==> src/rtl/johnson_phase_monitor.sv <==
// Tracks a 4-bit Johnson counter sampled half a cycle after it changes.
// Locks after LOCK_COUNT consecutive legal steps, flags breaks, and counts revolutions.
//
// state  | meaning
// -------+------------------------------------------------------------
// SYNC   | hunting for LOCK_COUNT consecutive legal successor steps
// LOCKED | sequence confirmed; phase valid, breaks raise error
module johnson_phase_monitor #(
    parameter int LOCK_COUNT = 2
) (
    input  logic       clk,
    input  logic       async_reset,
    input  logic [3:0] johnson_in,
    output logic [7:0] phase,
    output logic       locked,
    output logic       error,
    output logic [3:0] err_count,
    output logic [7:0] cycle_count
);

    typedef enum logic {
        SYNC   = 1'b0,
        LOCKED = 1'b1
    } state_t;

    localparam logic [2:0] LOCK_TARGET = 3'(LOCK_COUNT);

    state_t     state, state_nxt;
    logic [3:0] cur;
    logic [2:0] match_cnt, match_cnt_nxt;
    logic       error_nxt;
    logic [3:0] err_count_nxt;
    logic [7:0] cycle_count_nxt;
    logic       ok;

    function automatic logic code_legal(input logic [3:0] c);
        case (c)
            4'b0000, 4'b0001, 4'b0011, 4'b0111,
            4'b1111, 4'b1110, 4'b1100, 4'b1000: code_legal = 1'b1;
            default:                            code_legal = 1'b0;
        endcase
    endfunction

    function automatic logic [2:0] code_index(input logic [3:0] c);
        case (c)
            4'b0001: code_index = 3'd1;
            4'b0011: code_index = 3'd2;
            4'b0111: code_index = 3'd3;
            4'b1111: code_index = 3'd4;
            4'b1110: code_index = 3'd5;
            4'b1100: code_index = 3'd6;
            4'b1000: code_index = 3'd7;
            default: code_index = 3'd0;
        endcase
    endfunction

    function automatic logic [3:0] code_succ(input logic [3:0] c);
        code_succ = {c[2:0], ~c[3]};
    endfunction

    // Compared against cur before it is overwritten by this edge's sample.
    assign ok = code_legal(cur) && code_legal(johnson_in) &&
                (johnson_in == code_succ(cur));

    always_comb begin
        state_nxt       = state;
        match_cnt_nxt   = match_cnt;
        error_nxt       = 1'b0;
        err_count_nxt   = err_count;
        cycle_count_nxt = cycle_count;
        case (state)
            SYNC: begin
                if (ok) begin
                    if (match_cnt + 3'd1 == LOCK_TARGET) begin
                        state_nxt     = LOCKED;
                        match_cnt_nxt = 3'd0;
                    end else begin
                        match_cnt_nxt = match_cnt + 3'd1;
                    end
                end else begin
                    match_cnt_nxt = 3'd0;
                end
            end
            LOCKED: begin
                if (ok) begin
                    if (johnson_in == 4'b0000)
                        cycle_count_nxt = cycle_count + 8'd1;
                end else begin
                    state_nxt     = SYNC;
                    match_cnt_nxt = 3'd0;
                    error_nxt     = 1'b1;
                    if (err_count != 4'hF)
                        err_count_nxt = err_count + 4'd1;
                end
            end
            default: begin
                state_nxt     = SYNC;
                match_cnt_nxt = 3'd0;
            end
        endcase
    end

    always_ff @(posedge clk or posedge async_reset) begin
        if (async_reset) begin
            state       <= SYNC;
            cur         <= 4'b0000;
            match_cnt   <= 3'd0;
            error       <= 1'b0;
            err_count   <= 4'd0;
            cycle_count <= 8'd0;
        end else begin
            state       <= state_nxt;
            cur         <= johnson_in;
            match_cnt   <= match_cnt_nxt;
            error       <= error_nxt;
            err_count   <= err_count_nxt;
            cycle_count <= cycle_count_nxt;
        end
    end

    assign locked = (state == LOCKED);

    always_comb begin
        phase = 8'h00;
        if (state == LOCKED)
            phase = 8'h01 << code_index(cur);
    end

endmodule

==> config.mk <==
export PLATFORM = sky130hd
export DESIGN_NAME = johnson_phase_monitor
export DESIGN_NICKNAME = d
export VERILOG_FILES = /design/src/rtl/johnson_phase_monitor.sv
export SDC_FILE = /design/constraint.sdc
export NUM_CORES = 1
export LEC_CHECK = 0
export ABC_AREA = 0
export CAP_MARGIN = 20
export CORE_MARGIN = 1
export CORE_UTILIZATION = 43
export DETAILED_ROUTE_END_ITERATION = 7
export PLACE_DENSITY_LB_ADDON = 0.12
export RECOVER_POWER = 25
export SLEW_MARGIN = 30
export SYNTH_ARGS = -nofsm -noshare
export SYNTH_HDL_FRONTEND = slang
export SYNTH_SLANG_ARGS = --single-unit
==> constraint.sdc <==
create_clock -name clk -period 1.73 [get_ports clk]
set_clock_uncertainty 0.2 [all_clocks]
set_input_delay 0.173 -clock clk [delete_from_list [all_inputs] [get_ports clk]]
set_output_delay 0.173 -clock clk [all_outputs]
set_load 0.01 [all_outputs]
==> run metrics <==
largest net degree at the start of global routing 22; number of synthesized flops with an enable pin 0; Die H 53.8 um; First DRT Iteration DRCs 20; clock sink count 21; worst rel slew slack 0.633; Pwr Total 908 uW; Layout area overhead 64.2%; P_leak 0.000946 uW; Critical Path Sink Type flip-flop; syn avg cell area 10.7 um^2; clock buffer depth 2; Critical Path Start Type flip-flop; DP Area 1540 um^2; Worst EP required 1.74 ns; hold path depth 2; cell type with the largest total area after synthesis dfrtp_1; wire per inst 15.2 um; Initial Util 0.461; Fill cells 170; Top Ports 28; Final Hold Viols 0; share of cells above drive strength 1 0.448; Yosys reg bits 21; most common flop cell mapped by yosys dfrtp_1; Critical path origin cur[3]$_DFF_PP0_; synth unique cells 31; cts bufs inserted 3; Power Dens Cells 480 nW/um^2; global-route wire length before repair 4550 um; number of global-route vias before repair 1001; share of the synthesized area in the top cell type 0.456; Final Instance Area 1890 um^2; Buffers on Ports 27; TritonRoute pass-1 iters 4; Nets 185; Worst Slack Setup Final -0.120 ns; Die ar. 2890 um^2; CTS tree yes; Reg2Reg Depth 6; synth warn 0; failing checks setup timing; GPL Wtd Cong 0.798; Worst Path Max Fanout 4; antenna violations before repair 0; RSZ-0062 raised after global routing true; All-Layer GR Usage 0.222; Final ANT Viol Nets 0; Final Slew Violations 0; Post-DP HPWL 1680 um; synthesized net count 118; peak supply drop 0.000641 V; crit path DAT 1.86 ns; clock-pin slew on the worst setup and hold paths 0.12 ns; final wirelength 3100 um; CTS root buf clkbuf_4; Synth async-reset ratio 1.00; number of diodes 0; FF-to-FF Start cur[3]$_DFF_PP0_; Max Cap Viol 0; Mapped Area 1150 um^2; Chip Width 53.8 um; outcome complete, but fails checks; DRC 0; fmax 0.541 GHz; worst skew pair latency 0.32 ns; Tcrit/Tclk final 1.07; Via density 5.23; synthesized netlist cell count 108; Worst Hold Class input port to flip-flop; H-tree depth 1; HP Start johnson_in[3]; via count 1066; Final setup viols 12; top cells by area, synth dfrtp_1 46%, xor2_1 5.3%, nor2_1 5.2%; Seq/Total Area, Yosys 0.456; Overflow after GRT 0; Core ar. 2500 um^2; Setup CP Type flip-flop to flip-flop; Setup WS pre-CTS -0.417 ns; row count 18; fin crit period 1.85 ns; Least-Margin Pin Slew 0.550 ns
## synthesized netlist by cell type (3+ instances only)
cell	n
dfrtp_1	21
nor2_1	16
nand2_1	8
xor2_1	7
xnor2_1	6
ha_1	4
nand4_1	4
nor2b_1	4
a21oi_1	3
inv_1	3
nor3b_1	3
## cells by family (layout without fill, tap and decap cells)
group                    after synthesis  count (layout)  share of synthesized area
AND/OR/NAND/NOR                       51              51                      0.268
flip-flops                            21              21                      0.456
XOR/XNOR                              13              13                     0.0988
AO/OA/AOI/OAI                          9               9                     0.0673
buffers and inverters                  6              72                     0.0228
adder cells (fa/ha/maj)                4               4                     0.0434
multiplexers                           4               4                     0.0434
## per-layer routing
layer,share of wire,track usage
met1,0.43,0.285
met2,0.52,0.366
met3,0.042,0.0593
met4,0.015,0.0570
met5,0,0
## where the power goes
group          internal (uW)  switching [uW]  total [uW]
Sequential               499            9.83         509
Combinational           75.5            67.1         143
Clock                   86.7             170         256
Total                    661             247         908
## per-stage QoR
step	hold slack (ns)	setup TNS [ns]	utilization	instances
after floorplan	-0.0505	0	-	108
after global placement	0.258	-4.66	0.617	175
after detailed placement	0.264	-5.76	0.617	175
after CTS	0.268	-0.411	0.710	194
after global routing	0.269	-1.41	0.757	204
final	0.269	-0.485	0.757	204
## registers in the layout, summed over array words and instances (netlist names)
name         count
err_count        4
locked           1
error            1
cycle_count      8
match_cnt        3
cur              4
## cell usage in the layout (no fill, tap or decap), types with 2 or more instances in the layout
cell type        Yosys  layout
xnor2_1              6       3
nor3b_2              0       3
mux2i_1              2       2
mux2_4               2       2
a21oi_2              1       2
ha_1                 4       4
xor2_1               7       7
buf_6                0      12
nor2_2               0       2
nor2_1              16       9
buf_2                0       7
dlygate4sd3_1        0       5
nor2b_1              4       4
clkdlybuf4s50_1      0      12
inv_1                3       3
a21oi_1              3       2
nand4_1              4       4
clkbuf_2             0       2
nand2_1              8       6
and3_1               2       2
xnor2_2              0       2
nand2_2              0       2
dfrtp_1             21      17
dlymetal6s2s_1       0       3
dfrtp_2              0       4
clkbuf_4             0       3
nand3_1              2       2
nor2_4               0       5
buf_4                1      21
nor4b_4              2       2
## timing repair
item                       in CTS  in global routing
resized for setup              57                 23
buffers inserted               12                  9
hold endpoints to repair       22                  1
setup endpoints to repair      20                 30
pin swaps                      11                  7
hold buffers                    2                  1
cloned                          1                  0
## area by class of cell
type | instances | area, um^2 | share of cell area
inverters | 3 | 11.3 | 0.00595
repair buffers | 65 | 568 | 0.300
multi-input cells | 81 | 717 | 0.379
clock inverters | 1 | 5.00 | 0.00265
flip-flops and latches | 21 | 531 | 0.280
clock buffers | 3 | 22.5 | 0.0119
well taps | 30 | 37.5 | 0.0198
## critical path, cell delays in order, from the launching register on
cell	delay, ns
dfrtp_2	0.43
buf_6	0.12
nand2b_1	0.10
a21oi_2	0.06
o2111ai_4	0.29
and3_4	0.25
mux2_4	0.30
## final timing paths
kind / to / slack (ns)
max in group asynchronous: cur[3]$_DFF_PP0_ / 0.17
min reg2reg: cycle_count[7]$_DFFE_PP0P_ / 0.28
min: cur[3]$_DFF_PP0_ / 0.27
min in group asynchronous: cycle_count[5]$_DFFE_PP0P_ / 0.75
max reg2reg: err_count[1]$_DFFE_PP0P_ / -0.12
max: err_count[1]$_DFFE_PP0P_ / -0.12
No activity file was read; power rests on OpenSTA's default activity.
